===== src/rtl/ads1672_acq_ctrl_if.sv =====
// Output sample stream of the ADS1672 acquisition controller.
// Single-entry valid/ready channel; master drives valid/data, slave drives ready.
interface ads1672_acq_ctrl_if #(
    parameter int unsigned DATA_WIDTH = 24
);
    logic                  m_valid;
    logic [DATA_WIDTH-1:0] m_data;
    logic                  m_ready;

    modport master (output m_valid, output m_data, input m_ready);
    modport slave  (input m_valid, input m_data, output m_ready);
endinterface


===== src/rtl/ads1672_acq_ctrl.sv =====
// ADS1672 acquisition controller: START pin sequencing, DRDY watch, read requests,
// settling discard, sample counting and a single-entry output register.
module ads1672_acq_ctrl #(
    parameter int unsigned DATA_WIDTH       = 24,
    parameter int unsigned COUNT_WIDTH      = 16,
    parameter int unsigned START_LOW_CYCLES = 8,
    parameter int unsigned DRDY_TIMEOUT     = 65535
) (
    input  logic                   clk,
    input  logic                   rst,
    input  logic                   cmd_start,
    input  logic                   cmd_stop,
    input  logic [COUNT_WIDTH-1:0] cfg_num_samples,
    input  logic [3:0]             cfg_discard,
    output logic                   busy,
    output logic                   done,
    output logic                   timeout_err,
    output logic                   overflow_err,
    output logic                   adc_start,
    input  logic                   adc_drdy_n,
    output logic                   rd_req,
    input  logic                   rd_done,
    input  logic [DATA_WIDTH-1:0]  rd_data,
    ads1672_acq_ctrl_if.master     m_if
);

    localparam int unsigned SL_W = (START_LOW_CYCLES > 1) ? $clog2(START_LOW_CYCLES) : 1;
    localparam int unsigned TO_W = (DRDY_TIMEOUT > 1) ? $clog2(DRDY_TIMEOUT + 1) : 1;
    localparam logic [SL_W-1:0] SL_LAST = SL_W'(START_LOW_CYCLES - 1);
    localparam logic [TO_W-1:0] TO_LAST = TO_W'(DRDY_TIMEOUT - 1);

    typedef enum logic [1:0] {
        S_IDLE      = 2'd0,
        S_START_LOW = 2'd1,
        S_WAIT_DRDY = 2'd2,
        S_READ      = 2'd3
    } state_t;

    state_t                 state_q, state_d;
    logic [SL_W-1:0]        sl_cnt_q, sl_cnt_d;
    logic [TO_W-1:0]        to_cnt_q, to_cnt_d;
    logic [COUNT_WIDTH-1:0] smp_cnt_q, smp_cnt_d;
    logic [COUNT_WIDTH-1:0] num_q, num_d;
    logic [3:0]             disc_cnt_q, disc_cnt_d;
    logic [3:0]             disc_q, disc_d;
    logic                   stop_pend_q, stop_pend_d;
    logic                   timeout_d, overflow_d;
    logic                   mval_q, mval_d;
    logic [DATA_WIDTH-1:0]  mdata_q, mdata_d;
    logic                   busy_d, done_d, adc_start_d, rd_req_d;
    logic                   offer;

    // DRDY synchronizer plus history flop for falling-edge detection
    logic drdy_s1, drdy_s2, drdy_hist;
    logic drdy_fall;
    assign drdy_fall = !drdy_s2 && drdy_hist;

    // Next-state, counters and output-register logic
    always_comb begin
        state_d     = state_q;
        sl_cnt_d    = sl_cnt_q;
        to_cnt_d    = to_cnt_q;
        smp_cnt_d   = smp_cnt_q;
        num_d       = num_q;
        disc_cnt_d  = disc_cnt_q;
        disc_d      = disc_q;
        stop_pend_d = stop_pend_q;
        timeout_d   = timeout_err;
        overflow_d  = overflow_err;
        mval_d      = mval_q;
        mdata_d     = mdata_q;
        rd_req_d    = 1'b0;
        offer       = 1'b0;

        unique case (state_q)
            S_IDLE: begin
                if (cmd_start && !cmd_stop) begin
                    num_d       = cfg_num_samples;
                    disc_d      = cfg_discard;
                    timeout_d   = 1'b0;
                    overflow_d  = 1'b0;
                    smp_cnt_d   = '0;
                    disc_cnt_d  = '0;
                    sl_cnt_d    = '0;
                    stop_pend_d = 1'b0;
                    state_d     = S_START_LOW;
                end
            end
            S_START_LOW: begin
                if (cmd_stop) begin
                    state_d = S_IDLE;
                end else if (sl_cnt_q == SL_LAST) begin
                    to_cnt_d = '0;
                    state_d  = S_WAIT_DRDY;
                end else begin
                    sl_cnt_d = sl_cnt_q + SL_W'(1);
                end
            end
            S_WAIT_DRDY: begin
                if (cmd_stop) begin
                    state_d = S_IDLE;
                end else if (drdy_fall) begin
                    rd_req_d    = 1'b1;
                    to_cnt_d    = '0;
                    stop_pend_d = 1'b0;
                    state_d     = S_READ;
                end else if (to_cnt_q == TO_LAST) begin
                    timeout_d = 1'b1;
                    state_d   = S_IDLE;
                end else begin
                    to_cnt_d = to_cnt_q + TO_W'(1);
                end
            end
            S_READ: begin
                if (cmd_stop) begin
                    stop_pend_d = 1'b1;
                end
                if (rd_done) begin
                    to_cnt_d = '0;
                    if (stop_pend_q || cmd_stop) begin
                        // Sample in flight at abort is neither output nor counted
                        state_d = S_IDLE;
                    end else if (disc_cnt_q < disc_q) begin
                        disc_cnt_d = disc_cnt_q + 4'd1;
                        state_d    = S_WAIT_DRDY;
                    end else begin
                        smp_cnt_d = smp_cnt_q + COUNT_WIDTH'(1);
                        offer     = 1'b1;
                        if ((num_q != '0) && (smp_cnt_d == num_q)) begin
                            state_d = S_IDLE;
                        end else begin
                            state_d = S_WAIT_DRDY;
                        end
                    end
                end
            end
            default: state_d = S_IDLE;
        endcase

        if (mval_q && m_if.m_ready) begin
            mval_d = 1'b0;
        end
        // A full, unconsumed register drops the new sample but it still counts
        if (offer) begin
            if (!mval_q || m_if.m_ready) begin
                mval_d  = 1'b1;
                mdata_d = rd_data;
            end else begin
                overflow_d = 1'b1;
            end
        end

        busy_d      = (state_d != S_IDLE);
        done_d      = (state_q != S_IDLE) && (state_d == S_IDLE);
        adc_start_d = (state_d == S_WAIT_DRDY) || (state_d == S_READ);
    end

    // State and output registers
    always_ff @(posedge clk) begin
        if (rst) begin
            state_q      <= S_IDLE;
            sl_cnt_q     <= '0;
            to_cnt_q     <= '0;
            smp_cnt_q    <= '0;
            num_q        <= '0;
            disc_cnt_q   <= '0;
            disc_q       <= '0;
            stop_pend_q  <= 1'b0;
            timeout_err  <= 1'b0;
            overflow_err <= 1'b0;
            mval_q       <= 1'b0;
            mdata_q      <= '0;
            busy         <= 1'b0;
            done         <= 1'b0;
            adc_start    <= 1'b0;
            rd_req       <= 1'b0;
            drdy_s1      <= 1'b1;
            drdy_s2      <= 1'b1;
            drdy_hist    <= 1'b1;
        end else begin
            state_q      <= state_d;
            sl_cnt_q     <= sl_cnt_d;
            to_cnt_q     <= to_cnt_d;
            smp_cnt_q    <= smp_cnt_d;
            num_q        <= num_d;
            disc_cnt_q   <= disc_cnt_d;
            disc_q       <= disc_d;
            stop_pend_q  <= stop_pend_d;
            timeout_err  <= timeout_d;
            overflow_err <= overflow_d;
            mval_q       <= mval_d;
            mdata_q      <= mdata_d;
            busy         <= busy_d;
            done         <= done_d;
            adc_start    <= adc_start_d;
            rd_req       <= rd_req_d;
            drdy_s1      <= adc_drdy_n;
            drdy_s2      <= drdy_s1;
            drdy_hist    <= drdy_s2;
        end
    end

    assign m_if.m_valid = mval_q;
    assign m_if.m_data  = mdata_q;

endmodule


===== src/flat_wrapper.sv =====
// flat-port wrapper written by rule: the top's interface ports become plain ports
module ads1672_acq_ctrl_flat 
#(
    parameter int unsigned DATA_WIDTH       = 24,
    parameter int unsigned COUNT_WIDTH      = 16,
    parameter int unsigned START_LOW_CYCLES = 8,
    parameter int unsigned DRDY_TIMEOUT     = 65535
)
  (clk, rst, cmd_start, cmd_stop, cfg_num_samples, cfg_discard, busy, done, timeout_err, overflow_err, adc_start, adc_drdy_n, rd_req, rd_done, rd_data, m_if_m_valid, m_if_m_data, m_if_m_ready);
  ads1672_acq_ctrl_if #(.DATA_WIDTH(DATA_WIDTH)) m_if_i ();
  input  logic clk;
  input  logic rst;
  input  logic cmd_start;
  input  logic cmd_stop;
  input  logic [COUNT_WIDTH-1:0] cfg_num_samples;
  input  logic [3:0] cfg_discard;
  output logic busy;
  output logic done;
  output logic timeout_err;
  output logic overflow_err;
  output logic adc_start;
  input  logic adc_drdy_n;
  output logic rd_req;
  input  logic rd_done;
  input  logic [DATA_WIDTH-1:0] rd_data;
  output wire logic [$bits(m_if_i.m_valid)-1:0] m_if_m_valid;
  output wire logic [$bits(m_if_i.m_data)-1:0] m_if_m_data;
  input wire logic [$bits(m_if_i.m_ready)-1:0] m_if_m_ready;
  assign m_if_m_valid = m_if_i.m_valid;
  assign m_if_m_data = m_if_i.m_data;
  assign m_if_i.m_ready = m_if_m_ready;
  ads1672_acq_ctrl #(.DATA_WIDTH(DATA_WIDTH), .COUNT_WIDTH(COUNT_WIDTH), .START_LOW_CYCLES(START_LOW_CYCLES), .DRDY_TIMEOUT(DRDY_TIMEOUT)) u_core (.clk(clk), .rst(rst), .cmd_start(cmd_start), .cmd_stop(cmd_stop), .cfg_num_samples(cfg_num_samples), .cfg_discard(cfg_discard), .busy(busy), .done(done), .timeout_err(timeout_err), .overflow_err(overflow_err), .adc_start(adc_start), .adc_drdy_n(adc_drdy_n), .rd_req(rd_req), .rd_done(rd_done), .rd_data(rd_data), .m_if(m_if_i));
endmodule

===== config.mk =====
export PLATFORM = sky130hd
export DESIGN_NAME = ads1672_acq_ctrl_flat
export DESIGN_NICKNAME = d
export VERILOG_FILES = /design/src/rtl/ads1672_acq_ctrl_if.sv /design/src/rtl/ads1672_acq_ctrl.sv /design/src/flat_wrapper.sv
export SDC_FILE = /design/constraint.sdc
export NUM_CORES = 1
export LEC_CHECK = 0
export ABC_AREA = 0
export BUFFER_PORTS_ARGS = -buffer_cell sky130_fd_sc_hd__buf_4
export CORE_MARGIN = 2
export CORE_UTILIZATION = 60
export DETAILED_ROUTE_END_ITERATION = 10
export GPL_TIMING_DRIVEN = 0
export PLACE_DENSITY = 0.85
export SYNTH_ARGS = -nofsm -noshare
export SYNTH_HDL_FRONTEND = slang
export SYNTH_SLANG_ARGS = --single-unit

===== constraint.sdc =====
create_clock -name clk -period 4.2 [get_ports clk]
set_input_delay 0.42 -clock clk [delete_from_list [all_inputs] [get_ports clk]]
set_output_delay 0.42 -clock clk [all_outputs]
set_load 0.02 [all_outputs]

==> metrics.yaml, run 1 <==
finish:
  drive_gt1_frac: 0.210
  diodes: 0
  area_growth_pct: 19.3
  final_nets: 699
  fillers: 569
global_route:
  antenna_found_initial: 0
  first_global_vias: 4141
  grt_pass1_wl_um: 19100
  grt_usage: 0.278
  grt_overflow: 0
  grt_max_degree: 18
power:
  p_leak_nw: 2.33
  combPwrFrac: 0.085
  switchingPower_mw: 0.430
  seq_power_share: 0.562
  clock_power_share: 0.353
  ir_drop_uv: 222
  p_per_area_nw_per_um2: 295
  power.internal_mw: 1.23
  switching_share: 0.259
setup_path:
  start_kind: "register"
  endpoint_kind: "register"
  critical_path_class: "reg -> reg"
  critical_path.max_stage_delay_ns: 0.49
  required_ns: 4.45
  cp_top_family: "simple AND/OR/NAND/NOR gates"
  crit_arrival_ns: 2.81
  crit_chain: "ha_1 -> clkbuf_1 -> nand3_1 -> a32oi_1 -> nand3_1 -> nor4_1 -> o2111a_1 -> and3_2 -> nor3_1"
  critPathBufInv: 1
  cp_slowest_cell: "dfxtp_1"
  path_common_cell: "nand3_1"
  path_max_fanout: 10
  rrSetupSlack_ns: 1.64
synth:
  synthAdderAreaFrac: 0.0239
  async_reset_ff_frac: 0
  synth_top_family_by_area: "simple AND/OR/NAND/NOR gates"
  synth_compound_area_frac: 0.119
  muxShareOfSynthArea: 0.0553
  yosys.cell_types.count: 60
  netlist_area_um2: 4710
  avgSynthCellArea_um2: 8.57
  synthXorXnorAreaFrac: 0.0726
  netlist_instances: 549
  synth-simple-area-share: 0.276
  synth_nets: 609
  ys.warnings.count: 0
  yosys_most_used_dff: "dfxtp_1"
  synth_edf_count: 0
  ys_ff_latch: 96
  seq_area_frac_synth: 0.408
cts:
  hold_buffers: 0
  cts_tree: "yes"
  cts_inserted_buffers: 9
  root_buffer: "clkbuf_8"
  clk_path_buf_depth: 2
  clock_latency_ns: 0.37
  postCtsSetupRepairBufs: 0
  cts_sinks: 96
  ctsResizeCount: 0
  clk_pin_slew_worst_paths_ns: 0.10
  htreeDepth: 3
timing:
  worst_pin_slew_ns: 0.536
  drv_slew: 0
  holdWs_ns: 0.236
  finalSetupViolCount: 0
  slew_headroom: 0.640
  min_period_over_period: 0.609
  hold_viol_final: 0
  skew_ns: 0.0125
  rsz0062_at_grt: "no"
  finalSetupTns_ns: 0
  max_freq_mhz: 391
  fin_crit_ns: 2.56
detailed_routing:
  drc: 0
  wirelength_um: 11400
  first_pass_iters: 5
  vias: 4263
  avgViaCountPerCell: 5.71
  drt_iter0_drc: 279
  wl_per_cell_um: 15.3
  drtAntennaViolNets: 0
worst_hold_path:
  hp-class: "in -> reg"
die:
  initial_utilization: 0.615
  design.die.area_um2: 8570
  rows: 32
  die_x_um: 92.6
  num_io_pins: 82
  coreArea_um2: 7650
  die_h_um: 92.6
run_status:
  outcome: "finished, final reports clean"
placed_design:
  dp.final_hpwl_um: 8590
  gp_congestion: 0.949
  io_buffers: 79
job:
  maxCapViolations: 0
## layer usage
layer / wire (µm) / GRT usage / share of wire
met3: 707 / 0.0675 / 0.062
met1: 4730 / 0.344 / 0.41
met4: 259 / 0.112 / 0.023
met5: 0 / 0 / 0
met2: 5730 / 0.467 / 0.50
## final timing paths
| check | endpoint | start | depth (start not counted) |
|---|---|---|---|
| max | u_core.state_q[1] | u_core.smp_cnt_q[0] | 9 |
| min | u_core.drdy_s1 | adc_drdy_n | 2 |
| max reg2reg | u_core.state_q[1] | u_core.smp_cnt_q[0] | 9 |
| min reg2reg | u_core.drdy_s2 | u_core.drdy_s1 | 1 |
## Yosys cell counts, types with 2 or more instances
master	count	area (µm²)
buf_4	2	15.0
xor2_1	19	166
nor2b_1	6	37.5
or4_1	5	37.5
or2_2	5	31.3
clkbuf_8	4	55.1
nor4_1	7	43.8
mux2i_1	26	260
nor2_1	70	263
and2_1	4	25.0
o21bai_1	2	15.0
ha_1	9	113
nor4_2	5	62.6
inv_1	11	41.3
a21o_1	4	30.0
nand4_1	11	68.8
or3_2	2	15.0
or3_1	9	56.3
nor4b_1	2	17.5
clkbuf_1	17	63.8
nor3b_1	2	15.0
o21ai_0	22	110
buf_2	5	25.0
nand2b_1	5	31.3
a22o_1	2	17.5
xnor2_1	20	175
nand4_4	3	63.8
nand2_1	61	229
nor3_1	16	80.1
a21oi_1	51	255
nand3_1	16	80.1
or3b_2	2	17.5
dfxtp_1	96	1920
and4_1	2	17.5
## power groups by stage
| stage | Combinational (mW) | Sequential [mW] | Clock [mW] |
|---|---|---|---|
| CTS | 0.141 | 0.931 | 0.595 |
| detailed placement | 0.140 | 0.953 | 0 |
| global placement | 0.136 | 0.952 | 0 |
| global route | 0.154 | 0.933 | 0.626 |
| floorplan | 0.0802 | 0.950 | 0 |
| finish | 0.141 | 0.932 | 0.585 |
## state kept, by name, indices dropped and copies added (netlist names)
name                 cells
u_core.rd_req            1
u_core.state_q           2
u_core.done              1
u_core.m_if.m_data      24
u_core.timeout_err       1
u_core.drdy_s2           1
u_core.drdy_hist         1
u_core.num_q            16
u_core.drdy_s1           1
u_core.disc_cnt_q        4
u_core.sl_cnt_q          3
u_core.busy              1
u_core.m_if.m_valid      1
u_core.overflow_err      1
u_core.smp_cnt_q        16
u_core.stop_pend_q       1
u_core.disc_q            4
u_core.to_cnt_q         16
u_core.adc_start         1
## cell type report
type	instances	area, µm²	area share
plain buffers	29	170	0.0303
clock buffers	10	138	0.0245
clock inverters	6	51.3	0.00914
inverters	11	41.3	0.00735
multi-input cells	413	2570	0.458
flip-flops and latches	96	1920	0.342
well taps	102	128	0.0227
repair buffers	79	593	0.106
## per-stage QoR
step	utilization	instances	setup slack [ns]	instance area (µm²)	power, mW
finish	0.734	746	1.64	5620	1.66
floorplan	-	549	2.15	4710	1.03
global route	0.734	746	1.41	5620	1.71
global placement	0.710	730	1.73	5430	1.09
CTS	0.734	746	1.69	5620	1.67
detailed placement	0.710	730	1.71	5430	1.09
## cell usage in the layout, fill, tap and decap left out, drive strengths merged, types with 2 or more instances in the layout
cell type / n
dfxtp: 96
nand3: 16
nor3: 18
nor2: 71
o21bai: 3
inv: 14
xor2: 19
clkinvlp: 3
nor3b: 2
and3: 2
a21o: 4
nor4b: 3
ha: 9
nand2b: 5
nand2: 62
or3: 11
nor4: 12
clkbuf: 31
and2: 4
or2: 6
mux2i: 26
a21oi: 52
nor2b: 7
a22o: 2
buf: 87
xnor2: 20
or4: 5
and4: 3
or3b: 2
o21ai: 22
nand4: 14
## cells by family after synthesis
family / after synthesis
and+or+nand+nor: 243
AOI/OAI and AO/OA: 96
DFF: 96
buffers and inverters: 40
xor gates and xnor gates: 39
muxes: 26
adders and majority gates: 9
Note: power is estimated with default switching activity, not from simulation.
==> run 2, diff against run 1 <==
--- a/config.mk
+++ b/config.mk
@@ -5,13 +5,13 @@
 export SDC_FILE = /design/constraint.sdc
 export NUM_CORES = 1
 export LEC_CHECK = 0
-export ABC_AREA = 0
+export ABC_AREA = 1
 export BUFFER_PORTS_ARGS = -buffer_cell sky130_fd_sc_hd__buf_4
 export CORE_MARGIN = 2
-export CORE_UTILIZATION = 60
+export CORE_UTILIZATION = 56
 export DETAILED_ROUTE_END_ITERATION = 10
 export GPL_TIMING_DRIVEN = 0
-export PLACE_DENSITY = 0.85
+export PLACE_DENSITY = 0.8
 export SYNTH_ARGS = -nofsm -noshare
 export SYNTH_HDL_FRONTEND = slang
 export SYNTH_SLANG_ARGS = --single-unit
==> constraint.sdc (replaced) <==
create_clock -name clk -period 2.53 [get_ports clk]
set_input_delay 0.253 -clock clk [delete_from_list [all_inputs] [get_ports clk]]
set_output_delay 0.253 -clock clk [all_outputs]
set_load 0.02 [all_outputs]
==> run 2 against run 1 <==
First-iteration DRC count up 11%. Critical path depth up 7. Combinational power up 99%.
==> metrics.yaml, run 2 <==
run_status:
  outcome: "finished, final reports clean"
detailed_routing:
  first_pass_iters: 5  # unchanged
  avgViaCountPerCell: 5.53  # -3.3%
  wl_per_cell_um: 14.2  # -7.2%
  drt_iter0_drc: 311  # +11%
  drtAntennaViolNets: 0  # unchanged
  vias: 4832  # +13%
  wirelength_um: 12400  # +8.7%
  drc: 0  # unchanged
setup_path:
  crit_arrival_ns: 2.43  # -0.38 ns
  rr_endpoint: "u_core.busy"
  path_common_cell: "nand2_1"
  rrSetupSlack_ns: 0.36  # -1.28 ns
  critical_path.max_stage_delay_ns: 0.44  # -0.05 ns
  rr_worst_depth: 16  # +7
  path_max_fanout: 8  # -2
  r2r_start: "u_core.smp_cnt_q[1]"
  endpoint_kind: "register"
  start_kind: "register"
  cp_slowest_cell: "dfxtp_1"
  required_ns: 2.79  # -1.66 ns
  crit_chain: "ha_1 -> nand2_1 -> nor2_4 -> nand2_2 -> nand2_1 -> nand2_1 -> nand2_1 -> nand2_1 -> nor2_1 -> nand2_1 -> nor2_1 -> nand3_1 -> nand2_1 -> nand2_1 -> nand2_2 -> nand2_1"
  critical_path_class: "reg -> reg"
synth:
  yosys-top-cells-count: "nand2_1 (142), dfxtp_1 (96), nand3_1 (80)"
  yosys_most_used_dff: "dfxtp_1"
  muxShareOfSynthArea: 0  # -0.0553
  netlist_area_um2: 4730  # +0.43%
  synth-simple-area-share: 0.317  # +0.0407
  yosysTopAreaCell: "dfxtp_1"
  yosys.cell_types.count: 40  # -33%
  netlist_instances: 673  # +23%
  ys_ff_latch: 96  # unchanged
  async_reset_ff_frac: 0  # unchanged
  synthXorXnorAreaFrac: 0.0185  # -0.0541
  synth_nets: 733  # +20%
  post-synth-top-area-fraction: 0.407  # -0.00173
  synth_edf_count: 0  # unchanged
  yosys.cell_count.top_type: "nand2_1"
  avgSynthCellArea_um2: 7.02  # -18%
  seq_area_frac_synth: 0.407  # -0.00173
  synthAdderAreaFrac: 0.0238  # -0.000101
  synth_top_family_by_area: "simple AND/OR/NAND/NOR gates"
  synth_area_leaders: "dfxtp_1 (41%), nand2_1 (11%), nand3_1 (8.5%)"
  synth_compound_area_frac: 0.150  # +0.0315
  ys.warnings.count: 0  # unchanged
placed_design:
  numPlacedInstances: 858  # +18%
  io_buffers: 80  # +1.3%
  dp.final_hpwl_um: 9360  # +9.0%
  gp_congestion: 0.968  # +2.1%
die:
  rows: 33  # +3.1%
  coreArea_um2: 8220  # +7.4%
  design.die.area_um2: 9190  # +7.3%
  num_io_pins: 82  # unchanged
  die_h_um: 95.9  # +3.6%
  die_x_um: 95.9  # +3.6%
  initial_utilization: 0.575  # -0.0402
finish:
  diodes: 0  # unchanged
  area_growth_pct: 19.6
  final_nets: 824  # +18%
  mostFrequentLayoutCells: "nand2_1 (142), dfxtp_1 (96), buf_4 (81), nand3_1 (80)"
  drive_gt1_frac: 0.174  # -0.0354
  final_cells: 874  # +17%
  largest_reg_flops: 24  # unchanged
  layout_commonest_cell: "nand2_1"
global_route:
  grt_max_degree: 17  # -1
  grt_overflow: 0  # unchanged
  grt_pass1_wl_um: 20500  # +7.4%
  grt_usage: 0.286  # +0.00810
  antenna_found_initial: 0  # unchanged
  first_global_vias: 4543  # +9.7%
timing:
  fin_crit_ns: 2.17  # -0.390 ns
  drv_slew: 0  # unchanged
  min_period_over_period: 0.856  # +0.248
  slew_headroom: 0.618  # -0.0220
  max_freq_mhz: 461  # +18%
  hold_viol_final: 0  # unchanged
  rsz0062_at_grt: "no"
  skew_ns: 0.00586  # -0.00666 ns
  finalSetupTns_ns: 0  # unchanged
  worst_pin_slew_ns: 0.574  # +0.0374 ns
  finalSetupViolCount: 0  # unchanged
  holdWs_ns: 0.0849  # -0.151 ns
power:
  seq_power_share: 0.550  # -0.012
  p_per_area_nw_per_um2: 506  # +71%
  combPwrFrac: 0.098  # +0.013
  switchingPower_mw: 0.741  # +72%
  p_total_mw: 2.86  # +73%
  p_leak_nw: 2.28  # -2.1%
  ir_drop_uv: 270  # +21%
  power.internal_mw: 2.12  # +73%
  switching_share: 0.259  # -0.000424
  clock_power_share: 0.352  # about the same
cts:
  root_buffer: "clkbuf_8"
  cts_sinks: 96  # unchanged
  clk_path_buf_depth: 2  # unchanged
  hold_buffers: 0  # unchanged
  clk_pin_slew_worst_paths_ns: 0.09  # about the same
  cts_tree: "yes"
  clock_latency_ns: 0.36  # about the same
  htreeDepth: 3  # unchanged
  cts_inserted_buffers: 9  # unchanged
  postCtsSetupRepairBufs: 0  # unchanged
  ctsResizeCount: 0  # unchanged
worst_hold_path:
  worstHoldStart: "adc_drdy_n"
  hp-class: "in -> reg"
  min_to: "u_core.drdy_s1"
  min_path_cells: 2  # unchanged
job:
  maxCapViolations: 0  # unchanged
[run 2: cell count changes after synthesis, moves of 12 or more]
cell / previous run / this run
mux2i_1: 26 / 0
nand3_1: 16 / 80
nand2_1: 61 / 142
nor2_1: 70 / 55
inv_1: 11 / 69
xor2_1: 19 / 7
a21oi_1: 51 / 69
xnor2_1: 20 / 3
[run 2: layout make-up]
class / instances / area (µm²)
tap: 105 / 131
multi-input combinational: 477 / 2410
clock buffer: 9 / 124
fill: 716 / 2560
sequential: 96 / 1920
inverter: 74 / 278
clock inverter: 7 / 70.1
timing repair buffer: 80 / 601
buffer: 26 / 119
[run 2: worst max-delay path by stage]
stage,from,to,slack [ns]
after floorplan,u_core.smp_cnt_q[1],u_core.busy,0.78
after global placement,u_core.smp_cnt_q[1],u_core.busy,0.44
after detailed placement,u_core.smp_cnt_q[1],u_core.busy,0.41
after CTS,u_core.smp_cnt_q[1],u_core.busy,0.40
after global routing,u_core.smp_cnt_q[1],u_core.busy,0.17
final,u_core.smp_cnt_q[1],u_core.busy,0.36
[run 2: per-stage QoR]
stage	area (µm²)	utilization	worst slack, ns
global route	5650	0.688	0.169
detailed placement	5460	0.664	0.410
finish	5650	0.688	0.363
CTS	5650	0.688	0.404
floorplan	4730	-	0.781
global placement	5460	0.664	0.441
[run 2: power groups by stage]
stage	Clock [mW]	Combinational, mW	Sequential [mW]
CTS	1.02	0.280	1.57
floorplan	0	0.161	1.60
finish	1.01	0.281	1.57
global route	1.09	0.316	1.58
global placement	0	0.269	1.61
detailed placement	0	0.277	1.61
[run 2: cells by family (layout without fill, tap and decap cells)]
group / after synthesis / count (layout)
AOI/OAI and AO/OA: 128 / 128
adders and majority gates: 9 / 9
buffers and inverters: 100 / 196
DFF: 96 / 96
and+or+nand+nor: 330 / 330
xor gates and xnor gates: 10 / 10
[run 2: worst max-delay path: cells and delay by family, from the launching register on]
kind,cells,cell delay (ns)
and+or+nand+nor,15,1.42
DFF,1,0.44
adders and majority gates,1,0.23
[run 2: layer usage]
layer  vias up  track usage  routed length, µm  share of wire
met2       193        0.470               5830           0.47
met1      2199        0.355               5270           0.42
met3        23       0.0940               1050          0.085
li1       2417            -                  -              -
met5         -            0                  0              0
met4         0       0.0952                257          0.021
==> run 3, diff against run 2 <==
--- a/config.mk
+++ b/config.mk
@@ -7,6 +7,7 @@
 export LEC_CHECK = 0
 export ABC_AREA = 1
 export BUFFER_PORTS_ARGS = -buffer_cell sky130_fd_sc_hd__buf_4
+export CORE_ASPECT_RATIO = 1.25
 export CORE_MARGIN = 2
 export CORE_UTILIZATION = 56
 export DETAILED_ROUTE_END_ITERATION = 10
==> run 3 against run 2 <==
Via count grew 0.25%. Register-to-register slack got worse by 0.05 ns. Sequential power about the same. Critical endpoint unchanged.
==> metrics.yaml, run 3 (synthesis results as in run 2) <==
detailed_routing:
  first_pass_iters: 5  # unchanged
  avgViaCountPerCell: 5.59  # +1.2%
  wirelength_um: 12600  # +1.3%
  wl_per_cell_um: 14.5  # +2.3%
  drtAntennaViolNets: 0  # unchanged
  vias: 4844  # +0.25%
  drt_iter0_drc: 317  # +1.9%
  drc: 0  # unchanged
cts:
  cts_tree: "yes"
  clk_path_buf_depth: 2  # unchanged
  hold_buffers: 0  # unchanged
  clock_latency_ns: 0.39  # +0.03 ns
  ctsResizeCount: 0  # unchanged
  postCtsSetupRepairBufs: 0  # unchanged
  root_buffer: "clkbuf_8"
  cts_inserted_buffers: 9  # unchanged
  cts_sinks: 96  # unchanged
  clk_pin_slew_worst_paths_ns: 0.11  # +0.02 ns
  htreeDepth: 3  # unchanged
global_route:
  grt_use_met3: 0.0539  # -0.0401
  first_global_vias: 4571  # +0.62%
  antenna_found_initial: 0  # unchanged
  grt_usage: 0.281  # -0.00533
  use_met1: 0.355  # -0.000504
  use_met2: 0.460  # -0.00956
  grt_overflow: 0  # unchanged
  grt_max_degree: 19  # +2
  busiest_layer: "met2"
  grt_pass1_wl_um: 20700  # +0.97%
finish:
  mostFrequentLayoutCells: "nand2_1 (142), dfxtp_1 (96), buf_4 (81), nand3_1 (80)"
  drive_gt1_frac: 0.174  # unchanged
  final_nets: 824  # unchanged
  area_growth_pct: 19.8
  diodes: 0  # unchanged
  final_cells: 866  # -0.92%
  largest_reg_flops: 24  # unchanged
  layout_commonest_cell: "nand2_1"
power:
  power.internal_mw: 2.14  # +1.1%
  combPwrFrac: 0.095  # -0.003
  switching_share: 0.275  # +0.0159
  p_leak_nw: 2.29  # +0.37%
  ir_drop_uv: 311  # +15%
  p_total_mw: 2.96  # +3.3%
  switchingPower_mw: 0.812  # +9.6%
  clock_power_share: 0.373  # +0.021
  p_per_area_nw_per_um2: 522  # +3.2%
  seq_power_share: 0.532  # -0.018
timing:
  max_freq_mhz: 451  # -2.2%
  hold_viol_final: 0  # unchanged
  finalSetupViolCount: 0  # unchanged
  rsz0062_at_grt: "no"
  skew_ns: 0.0138  # +0.00791 ns
  holdWs_ns: 0.0515  # -0.0335 ns
  timing.final.ws_setup_ns: 0.314  # -0.0494 ns
  slew_headroom: 0.598  # -0.0198
  min_period_over_period: 0.876  # +0.0195
  drv_slew: 0  # unchanged
  finalSetupTns_ns: 0  # unchanged
  fin_crit_ns: 2.22  # +0.0494 ns
  worst_pin_slew_ns: 0.603  # +0.0297 ns
die:
  die_x_um: 86.2  # -10%
  die_h_um: 107  # +11%
  num_io_pins: 82  # unchanged
  rows: 37  # +12%
  design.die.area_um2: 9190  # about the same
  initial_utilization: 0.577  # +0.00158
  coreArea_um2: 8190  # -0.27%
setup_path:
  r2r_start: "u_core.smp_cnt_q[1]"
  endpoint_kind: "register"
  start_kind: "register"
  crit_arrival_ns: 2.51  # +0.08 ns
  required_ns: 2.83  # +0.04 ns
  rrSetupSlack_ns: 0.31  # -0.05 ns
  rr_worst_depth: 14  # -2
  critical_path_class: "reg -> reg"
  rr_endpoint: "u_core.busy"
  path_max_fanout: 8  # unchanged
worst_hold_path:
  hp-class: "in -> reg"
  worstHoldStart: "adc_drdy_n"
  min_path_cells: 2  # unchanged
  min_to: "u_core.drdy_s1"
placed_design:
  numPlacedInstances: 850  # -0.93%
  gp_congestion: 0.955  # -1.4%
  dp.final_hpwl_um: 9450  # +0.97%
  dp_slack_ns: 0.333  # -0.0766 ns
  io_buffers: 80  # unchanged
job:
  maxCapViolations: 0  # unchanged
run_status:
  outcome: "finished, final reports clean"
-- run 3: layout make-up --
| cell class | instances | area (µm²) |
|---|---|---|
| Buffer | 26 | 119 |
| Fill cell | 726 | 2530 |
| Inverter | 74 | 278 |
| Sequential cell | 96 | 1920 |
| Clock inverter | 7 | 87.6 |
| Tap cell | 97 | 121 |
| Timing Repair Buffer | 80 | 601 |
| Multi-Input combinational cell | 477 | 2410 |
| Clock buffer | 9 | 124 |
-- run 3: power groups by stage --
stage / Combinational (mW) / Sequential [mW] / Clock [mW]
global placement: 0.271 / 1.61 / 0
finish: 0.280 / 1.57 / 1.10
CTS: 0.278 / 1.57 / 1.10
detailed placement: 0.277 / 1.61 / 0
floorplan: 0.161 / 1.60 / 0
global route: 0.313 / 1.58 / 1.16
-- run 3: worst max-delay path: stages (launching register included) --
cell and delay (ns):
dfxtp_1 0.44, ha_1 0.24, nand2_1 0.15, nor2_4 0.26, nand4_1 0.16, nand2_1 0.12, nand2_1 0.05, nand2_1 0.05
nand2_1 0.04, nor2_1 0.15, nand3_1 0.14, nand2_1 0.09, nand2_1 0.07, nand2_2 0.09, nand2_1 0.05
-- run 3: worst max path at each step --
stage,startpoint,endpoint,cells past startpoint
after floorplan,u_core.smp_cnt_q[1],u_core.busy,16
after global placement,u_core.smp_cnt_q[1],u_core.busy,14
after detailed placement,u_core.smp_cnt_q[1],u_core.busy,14
after CTS,u_core.smp_cnt_q[1],u_core.busy,14
after global routing,u_core.smp_cnt_q[1],u_core.busy,14
final,u_core.smp_cnt_q[1],u_core.busy,14
-- run 3: per-stage QoR --
stage | util | cell area (µm²)
6_report | 0.691 | 5660
2_1_floorplan | - | 4730
3_5_place_dp | 0.665 | 5450
3_3_place_gp | 0.665 | 5450
4_1_cts | 0.691 | 5660
5_1_grt | 0.691 | 5660
-- run 3: per-layer routing --
metal	wire, µm	vias up
li1	-	2418
met1	5400	2232
met2	6100	178
met3	858	16
met4	228	0
met5	0	-
